<file path="src/rtl/game_flow_ctrl.sv">
// Rhythm-game flow controller: three debounced buttons and a chart-end flag step the game
// through MENU -> READY (countdown) -> PLAY -> RESULT.
module game_flow_ctrl #(
  parameter int unsigned DEBOUNCE_CYCLES = 16,
  parameter int unsigned READY_CYCLES    = 1024,
  parameter int unsigned NUM_SONGS       = 3
) (
  input  logic       clk,
  input  logic       rst,
  input  logic       red_button,
  input  logic       blue_button,
  input  logic       yellow_button,
  input  logic       finish,
  output logic [1:0] state,
  output logic [1:0] song_sel,
  output logic [1:0] song_confirm,
  output logic       start
);

  localparam int unsigned DbW  = (DEBOUNCE_CYCLES > 1) ? $clog2(DEBOUNCE_CYCLES) : 1;
  localparam int unsigned RdyW = (READY_CYCLES > 1) ? $clog2(READY_CYCLES) : 1;
  localparam logic [DbW-1:0]  DbLast  = DbW'(DEBOUNCE_CYCLES - 1);
  localparam logic [RdyW-1:0] RdyLast = RdyW'(READY_CYCLES - 1);
  localparam logic [1:0]      SelLast = 2'(NUM_SONGS - 1);

  typedef enum logic [1:0] {
    StMenu   = 2'b00,
    StReady  = 2'b01,
    StPlay   = 2'b10,
    StResult = 2'b11
  } state_e;

  // Button lanes: bit 0 red, bit 1 blue, bit 2 yellow.
  logic [2:0]     raw;
  logic [2:0]     sync1_q, sync2_q, level_q, level_prev_q, press_q;
  logic [DbW-1:0] db_cnt_q [3];

  assign raw = {yellow_button, blue_button, red_button};

  always_ff @(posedge clk) begin
    if (rst) begin
      sync1_q      <= '0;
      sync2_q      <= '0;
      level_q      <= '0;
      level_prev_q <= '0;
      press_q      <= '0;
      for (int i = 0; i < 3; i++) db_cnt_q[i] <= '0;
    end else begin
      sync1_q      <= raw;
      sync2_q      <= sync1_q;
      level_prev_q <= level_q;
      press_q      <= level_q & ~level_prev_q;
      for (int i = 0; i < 3; i++) begin
        if (sync2_q[i] != level_q[i]) begin
          if (db_cnt_q[i] == DbLast) begin
            level_q[i]  <= sync2_q[i];
            db_cnt_q[i] <= '0;
          end else begin
            db_cnt_q[i] <= db_cnt_q[i] + 1'b1;
          end
        end else begin
          db_cnt_q[i] <= '0;
        end
      end
    end
  end

  logic red_press, blue_press, yellow_press;
  assign red_press    = press_q[0];
  assign blue_press   = press_q[1];
  assign yellow_press = press_q[2];

  state_e          state_q, state_d;
  logic [1:0]      sel_q, sel_d;
  logic [1:0]      confirm_q, confirm_d;
  logic            start_q, start_d;
  logic [RdyW-1:0] count_q, count_d;

  always_ff @(posedge clk) begin
    if (rst) begin
      state_q   <= StMenu;
      sel_q     <= '0;
      confirm_q <= '0;
      start_q   <= 1'b0;
      count_q   <= '0;
    end else begin
      state_q   <= state_d;
      sel_q     <= sel_d;
      confirm_q <= confirm_d;
      start_q   <= start_d;
      count_q   <= count_d;
    end
  end

  always_comb begin
    state_d   = state_q;
    sel_d     = sel_q;
    confirm_d = confirm_q;
    start_d   = 1'b0;
    count_d   = count_q;
    unique case (state_q)
      StMenu: begin
        confirm_d = '0;
        // Yellow takes priority; red and blue together cancel out.
        if (yellow_press) begin
          state_d   = StReady;
          confirm_d = sel_q + 2'd1;
          count_d   = RdyLast;
        end else if (red_press && !blue_press) begin
          sel_d = (sel_q == 2'd0) ? SelLast : sel_q - 2'd1;
        end else if (blue_press && !red_press) begin
          sel_d = (sel_q == SelLast) ? 2'd0 : sel_q + 2'd1;
        end
      end
      StReady: begin
        if (count_q == '0) begin
          state_d = StPlay;
          start_d = 1'b1;
        end else begin
          count_d = count_q - 1'b1;
        end
      end
      StPlay: begin
        if (finish) state_d = StResult;
      end
      StResult: begin
        if (yellow_press) begin
          state_d   = StMenu;
          confirm_d = '0;
        end
      end
    endcase
  end

  assign state        = state_q;
  assign song_sel     = sel_q;
  assign song_confirm = confirm_q;
  assign start        = start_q;

endmodule

</file>
<file path="config.mk">
export PLATFORM = sky130hd
export DESIGN_NAME = game_flow_ctrl
export DESIGN_NICKNAME = d
export VERILOG_FILES = /design/src/rtl/game_flow_ctrl.sv
export SDC_FILE = /design/constraint.sdc
export NUM_CORES = 1
export LEC_CHECK = 0
export BUFFER_PORTS_ARGS = -buffer_cell sky130_fd_sc_hd__buf_2
export CAP_MARGIN = 5
export CORE_MARGIN = 2
export CORE_UTILIZATION = 64
export DETAILED_ROUTE_END_ITERATION = 7
export GPL_TIMING_DRIVEN = 0
export PLACE_DENSITY_LB_ADDON = 0.05
export REMOVE_ABC_BUFFERS = 1
export SLEW_MARGIN = 25
export SYNTH_ARGS = -nofsm -noshare
export SYNTH_HDL_FRONTEND = slang
export SYNTH_SLANG_ARGS = --single-unit
</file>
<file path="constraint.sdc">
create_clock -name clk -period 5.3 [get_ports clk]
set_clock_uncertainty 0.15 [all_clocks]
set_input_delay 0.53 -clock clk [delete_from_list [all_inputs] [get_ports clk]]
set_output_delay 0.53 -clock clk [all_outputs]
set_load 0.005 [all_outputs]
</file>
# ---- Yosys cells after proc, flatten, opt, wreduce, memory -nomap -nowiden
# Memory sizes are Yosys's and may differ from the RTL's.
# Cells that the tools add are included.
# W data, S select, Z words.
dict set report totals {
  ff_bits 32
  mem_bits_rw 12
  in_bits 6
  output_inout_bits 7
  elab_cells 124
  n_memories 1
}
dict set report classes {
  add_sub_neg 6
  n_eq_ne 15
  muxes 59
  bitwise 13
  reduce_logical 18
}
# name words width rd rd_clocked_by_memory_dff write_ports line_no
set memory_table {}
lappend memory_table {db_cnt_q 3 4 3 0 3 36} ;# logic [DbW-1:0] db_cnt_q [3];
# cell count
set op_table {}
lappend op_table {{$mux W1} 36}
lappend op_table {{$mux W4} 9}
lappend op_table {{$mux W10} 2}
lappend op_table {{$pmux W10 S2} 1}
lappend op_table {{$mux W2} 9}
lappend op_table {{$add A4 B1 Y4 const B} 3}
lappend op_table {{$eq A4 B4 Y1 const B} 3}
lappend op_table {{$logic_not A10 Y1} 1}
lappend op_table {{$ne A2 B2 Y1 const B} 5}
lappend op_table {{$sub A10 B1 Y10 const B} 1}
lappend op_table {{$or A1 B1 Y1} 9}
lappend op_table {{$pmux W2 S4} 1}
lappend op_table {{$reduce_and A2 Y1} 4}
lappend op_table {{$eq A2 B2 Y1 const B} 3}
lappend op_table {{$reduce_and A3 Y1} 2}
lappend op_table {{$reduce_bool A2 Y1} 3}
lappend op_table {{$logic_not A2 Y1} 2}
lappend op_table {{$pmux W2 S2} 1}
lappend op_table {{$reduce_and A4 Y1} 1}
lappend op_table {{$and A3 B3 Y3} 1}
lappend op_table {{$ne A1 B1 Y1} 3}
lappend op_table {{$not A3 Y3} 1}
lappend op_table {{$add A2 B1 Y2 const B} 1}
lappend op_table {{$eq A2 B1 Y1 const B} 1}
lappend op_table {{5 further kinds} 8}

# ---- Logic depth before layout (Yosys ltp)
dict set report depth {
  depth_word 8
  mapped_depth 7
  ltp_nobuf 6
}

# ---- Worst setup path after synthesis
# Ideal clock, no wire load.
dict set report synth_path {
  path_type {register to register}
  startpoint {reg state_q[0], in the netlist state[0]}
  endpoint {reg count_q[9]}
  setup_ns 0.074
  t_arrival_ns 1.648
  t_required_ns 5.076
  slack_ns 3.428
  stages_incl_launch_ff 7
  n_path_buf 0
  synth_period_minus_slack_ns 1.872
  path_cell_list {dfxtp_1 > inv_1 > ha_1 > mux2_4 > nand2_2 > or4_1 > a31oi_1}
}
dict set report synth_between {
  elab_chain_cells 3
  word_cells_on_any_way 7
  classes_between {eq/ne: 3; mux: 1; reduce/logical: 3}
}
# item line_no
set synth_rtl {}
lappend synth_rtl {{start: declaration} 73} ;# state_e state_q, state_d;
lappend synth_rtl {{start signal: assignment} 81} ;# state_q <= StMenu;
lappend synth_rtl {{start signal: assignment} 87} ;# state_q <= state_d;
lappend synth_rtl {{$eq A2 B1 Y1 or $logic_not A2 Y1 (tied branches)} 101} ;# unique case (state_q)
lappend synth_rtl {{$ne A2 B2 Y1 (no line) or $reduce_bool A2 Y1 (tied branches)} --}
lappend synth_rtl {{$reduce_and A3 Y1 (no line)} --}
lappend synth_rtl {{end signal: assignment} 91} ;# count_q <= count_d;
lappend synth_rtl {{end: declaration} 77} ;# logic [RdyW-1:0] count_q, count_d;
# Parallel ways exist; a longest one is shown, timed or not.
# A chain may end at the register's enable or synchronous reset.

# ---- Final worst setup path
dict set report layout_path {
  startpoint {reg count_q[0]}
  endpoint {reg state_q[0], in the netlist state[0]}
}
dict set report layout_between {
  elab_chain_cells 3
}
# item line_no
set layout_rtl {}
lappend layout_rtl {{$logic_not A10 Y1} 116} ;# if (count_q == '0) begin
lappend layout_rtl {{$ne A2 B2 Y1 (no line)} --}
lappend layout_rtl {{$reduce_and A4 Y1 (no line)} --}
# Every way passes these cells.

==> flow_summary.html <==
<table>
<tr><th>Metric</th><th>Value</th></tr>
<tr><th colspan="2">Setup path</th></tr>
<tr><td>Standard cell with the maximum stage delay on the critical path</td><td>nor3b_1</td></tr>
<tr><td>Maximum cell stage delay along the critical path</td><td>0.47 ns</td></tr>
<tr><td>Crit Reg-Reg Startpoint</td><td>count_q[0]</td></tr>
<tr><td>Critical path type</td><td>register to register</td></tr>
<tr><td>Cell family with the largest share of critical-path delay</td><td>simple AND/OR/NAND/NOR gates</td></tr>
<tr><td>Cell-by-cell trace of the critical path</td><td>inv_1 &gt; ha_1 &gt; nor3b_1 &gt; nand3_1 &gt; a2111o_1 &gt; o31ai_1</td></tr>
<tr><td>Kind of start point of the critical path</td><td>register</td></tr>
<tr><td>Worst setup path startpoint</td><td>count_q[0]</td></tr>
<tr><td>Number of buffers and inverters on the critical path</td><td>1</td></tr>
<tr><td>Worst EP required</td><td>5.43 ns</td></tr>
<tr><td>Critical-path maximum fanout</td><td>5</td></tr>
<tr><td>Critical Path End Type</td><td>register</td></tr>
<tr><td>Arrival @ worst endpoint</td><td>2.22 ns</td></tr>
<tr><th colspan="2">Placement</th></tr>
<tr><td>Global placer's final weighted congestion</td><td>0.8294</td></tr>
<tr><td>PortBufs</td><td>12</td></tr>
<tr><td>Number of placed cells counting well taps</td><td>256</td></tr>
<tr><td>Post-placement worst setup slack</td><td>3.285 ns</td></tr>
<tr><td>Post-DP HPWL</td><td>2278 um</td></tr>
<tr><th colspan="2">GRT</th></tr>
<tr><td>Antenna violations before repair</td><td>0</td></tr>
<tr><td>Remaining Overflow, GRT</td><td>0</td></tr>
<tr><td>Total Routing Usage GR</td><td>19.31%</td></tr>
<tr><td>Vias in the first global route</td><td>1,237</td></tr>
<tr><td>Global route hottest layer</td><td>met2</td></tr>
<tr><td>Wire length of the first global-routing pass</td><td>5271 um</td></tr>
<tr><td>Met3 Usage GRT</td><td>7.036%</td></tr>
<tr><td>Grt met1 use</td><td>24.50%</td></tr>
<tr><td>Met2 demand-to-capacity share in global routing</td><td>31.21%</td></tr>
<tr><td>Maximum number of pins on one net before global-route repair</td><td>35</td></tr>
<tr><th colspan="2">Drt</th></tr>
<tr><td>Routed wirelength normalized by instance count</td><td>12.01 um</td></tr>
<tr><td>Number of vias in the routed layout</td><td>1,399</td></tr>
<tr><td>Wire length after detailed routing</td><td>3170 um</td></tr>
<tr><td>Post-DR vias/cell</td><td>5.299</td></tr>
<tr><td>Number of DRC markers in iteration 0</td><td>64</td></tr>
<tr><td>Pre-Repair DR Iteration Count</td><td>4</td></tr>
<tr><td>Number of remaining DRC errors</td><td>0</td></tr>
<tr><td>Number of nets still failing antenna checks after routing</td><td>0</td></tr>
<tr><th colspan="2">Synthesis</th></tr>
<tr><td>Most frequent cell after synthesis</td><td>dfxtp_1</td></tr>
<tr><td>Gate count of the mapped netlist</td><td>193</td></tr>
<tr><td>Leading cell types by total area after synthesis</td><td>dfxtp_1 31%, edfxtp_1 18%, ha_1 7.3%</td></tr>
<tr><td>Synth top area share</td><td>31.33%</td></tr>
<tr><td>Async set-or-reset flop fraction in the synthesized netlist</td><td>0%</td></tr>
<tr><td>Post-synth top area cell</td><td>dfxtp_1</td></tr>
<tr><td>Synth warn</td><td>0</td></tr>
<tr><td>Sequential fraction of the synthesis area</td><td>48.96%</td></tr>
<tr><td>Most instantiated flip-flop cell in the synthesis netlist</td><td>dfxtp_1</td></tr>
<tr><td>Post-synthesis register bit count</td><td>44</td></tr>
<tr><td>Ranking of synthesized cells by instance count</td><td>32 x dfxtp_1, 27 x nor2_1, 13 x inv_1</td></tr>
<tr><td>Mean post-synth cell area</td><td>10.59 um^2</td></tr>
<tr><td>Netlist area before placement</td><td>2044 um^2</td></tr>
<tr><td>EDFF count, synth</td><td>12</td></tr>
<tr><td>Distinct cell type count after synthesis</td><td>40</td></tr>
<tr><th colspan="2">Layout</th></tr>
<tr><td>Count of fill cells added during filler insertion</td><td>243</td></tr>
<tr><td>Footprint of the multi-input gates</td><td>993.5 um^2</td></tr>
<tr><td>Storage cell area</td><td>1001 um^2</td></tr>
<tr><td>Post-layout net count</td><td>237</td></tr>
<tr><td>Area grow syn2layout</td><td>8.323%</td></tr>
<tr><td>Layout Cells excl Fill</td><td>264</td></tr>
<tr><td>Fraction of layout instances using a drive strength above 1</td><td>12.27%</td></tr>
<tr><td>Utilization after layout</td><td>72.54%</td></tr>
<tr><td>Number of antenna diodes</td><td>0</td></tr>
<tr><th colspan="2">Clocking</th></tr>
<tr><td>TritonCTS clock tree</td><td>done</td></tr>
<tr><td>Clk slew on worst S/H paths</td><td>0.12 ns</td></tr>
<tr><td>Buffers inserted by post-CTS timing repair</td><td>0</td></tr>
<tr><td>Depth of the CTS H-tree</td><td>2</td></tr>
<tr><td>CTS Buf Count</td><td>5</td></tr>
<tr><td>Clock Latency Late Sink</td><td>0.35 ns</td></tr>
<tr><td>Hold bufs inserted after CTS</td><td>0</td></tr>
<tr><td>CTS sink cnt</td><td>44</td></tr>
<tr><td>Clock Path Buffers</td><td>2</td></tr>
<tr><td>Number of resized instances in the post-cts repair step</td><td>0</td></tr>
<tr><td>Clock tree root buffer cell</td><td>clkbuf_4</td></tr>
<tr><th colspan="2">Timing</th></tr>
<tr><td>Achievable clock frequency</td><td>0.4782 GHz</td></tr>
<tr><td>Sum Neg Setup Slack</td><td>0 ns</td></tr>
<tr><td>Final hold violations</td><td>0</td></tr>
<tr><td>Share of the clock period used by the worst path after layout</td><td>39.46%</td></tr>
<tr><td>Slew at the pin with the worst max-slew slack</td><td>0.6078 ns</td></tr>
<tr><td>RSZ-0062 raised after global routing</td><td>no</td></tr>
<tr><td>Post-Route Hold Slack</td><td>0.2284 ns</td></tr>
<tr><td>Relative max-transition margin</td><td>59.48%</td></tr>
<tr><td>Worst Slack Setup Final</td><td>3.209 ns</td></tr>
<tr><td>Endpoints failing setup</td><td>0</td></tr>
<tr><td>Time the final worst path needs with I/O delays and setup</td><td>2.091 ns</td></tr>
<tr><td>Max Transition Viols Final</td><td>0</td></tr>
<tr><th colspan="2">Power and ir drop</th></tr>
<tr><td>Switching Share</td><td>26.34%</td></tr>
<tr><td>Relative contribution of combinational cells to total power</td><td>12.0%</td></tr>
<tr><td>PD cells</td><td>266.2 nW/um^2</td></tr>
<tr><td>Clk network pwr share</td><td>26.2%</td></tr>
<tr><td>Peak supply drop</td><td>0.1944 mV</td></tr>
<tr><td>Reported net switching power</td><td>0.0001553 W</td></tr>
<tr><td>Register share of total power</td><td>61.8%</td></tr>
<tr><td>Int Power</td><td>0.0004343 W</td></tr>
<tr><td>Leakage power figure</td><td>0.8860 nW</td></tr>
<tr><th colspan="2">Flow run</th></tr>
<tr><td>Max cap viols</td><td>0</td></tr>
<tr><th colspan="2">Floorplanning</th></tr>
<tr><td>Standard-cell rows</td><td>20</td></tr>
<tr><td># IOs</td><td>13</td></tr>
<tr><td>Die outline area</td><td>3663 um^2</td></tr>
<tr><td>Die span in y</td><td>60.52 um</td></tr>
<tr><td>Initial Util</td><td>66.97%</td></tr>
<tr><td>Horizontal die dimension</td><td>60.52 um</td></tr>
<tr><td>Placeable core region</td><td>3053 um^2</td></tr>
<tr><th colspan="2">Outcome</th></tr>
<tr><td>Result of the run</td><td>complete, no violations</td></tr>
<tr><th colspan="2">Worst hold path</th></tr>
<tr><td>Hold path startpoint</td><td>blue_button</td></tr>
<tr><td>Path class of the lowest-slack min-delay path</td><td>input pin to register</td></tr>
</table>
==> cell families after synthesis <==
group                    share of synthesized area [%]
AO/OA/AOI/OAI                                    9.119
XOR/XNOR                                         5.141
adder cells (fa/ha/maj)                          7.344
buffers and inverters                            4.468
flip-flops                                       48.96
multiplexers                                     4.161
other                                           0.1834
AND/OR/NAND/NOR                                  20.62
==> worst paths after layout <==
check / cells after the start / to / slack [ns]
setup / recovery: 6 / state[0] / 3.21
hold / removal: 2 / sync1_q[1] / 0.23
setup reg to reg: 6 / state[0] / 3.21
hold reg to reg: 1 / press_q[0] / 0.24
==> state kept, by name, summed over array words and instances, names as in the netlist <==
register      flops
db_cnt_q         12
count_q          10
level_prev_q      3
level_q           3
press_q           3
sync1_q           3
sync2_q           3
song_confirm      2
song_sel          2
state             2
start             1
==> power groups by stage <==
| stage | clock, W | sequential (W) | combinational [W] |
|---|---|---|---|
| after detailed placement | 0 | 0.000372 | 0.0000697 |
| after global placement | 0 | 0.000371 | 0.0000674 |
| after CTS | 0.000161 | 0.000364 | 0.0000703 |
| after floorplan | 0 | 0.000370 | 0.0000515 |
| final | 0.000154 | 0.000364 | 0.0000708 |
| after global routing | 0.000176 | 0.000366 | 0.0000795 |
==> worst reg2reg max path, cell delays in order (launching register included) <==
cell	delay, ns
dfxtp_1	0.40
inv_1	0.09
ha_1	0.19
nor3b_1	0.47
nand3_1	0.22
a2111o_1	0.45
o31ai_1	0.06
==> metrics by stage <==
step                      total power, W  area [um^2]
final                          0.0005896         2215
after global routing           0.0006215         2215
after CTS                      0.0005954         2215
after detailed placement       0.0004418         2158
after global placement         0.0004385         2158
after floorplan                0.0004219         2043
==> metal layers <==
| metal | wire, um | share of wire (%) |
|---|---|---|
| met1 | 1549 | 49 |
| met2 | 1502 | 47 |
| met3 | 107 | 3.4 |
| met4 | 10 | 0.32 |
| met5 | 0 | 0 |
==> cell type report <==
type / instances / area share [%]
tap: 44 / 2.486
clock inverter: 3 / 0.8475
multi-input combinational: 143 / 44.86
sequential: 44 / 45.20
timing repair buffer: 12 / 2.712
inverter: 13 / 2.203
clock buffer: 5 / 1.695
==> layout by cell type (no fill, tap or decap), types with 2 or more instances in the layout <==
cell type,Yosys,layout
dfxtp_1,32,32
nor2_1,27,27
inv_1,13,13
nor2b_1,12,12
ha_1,12,12
edfxtp_1,12,12
conb_1,1,12
buf_2,0,12
mux2i_1,7,7
xnor2_1,7,7
a21oi_1,6,6
xor2_1,5,5
clkbuf_4,0,5
a31oi_1,4,4
and3_1,4,4
nand2b_1,4,4
nand3_1,4,4
a211oi_1,4,4
o31ai_1,4,4
or3_1,4,4
nand2_1,3,3
or4_1,3,3
or3b_1,2,2
o211a_1,2,2
nand4_1,2,2
a22oi_1,2,2
clkinvlp_4,0,2
(Power assumes the default switching activity.)
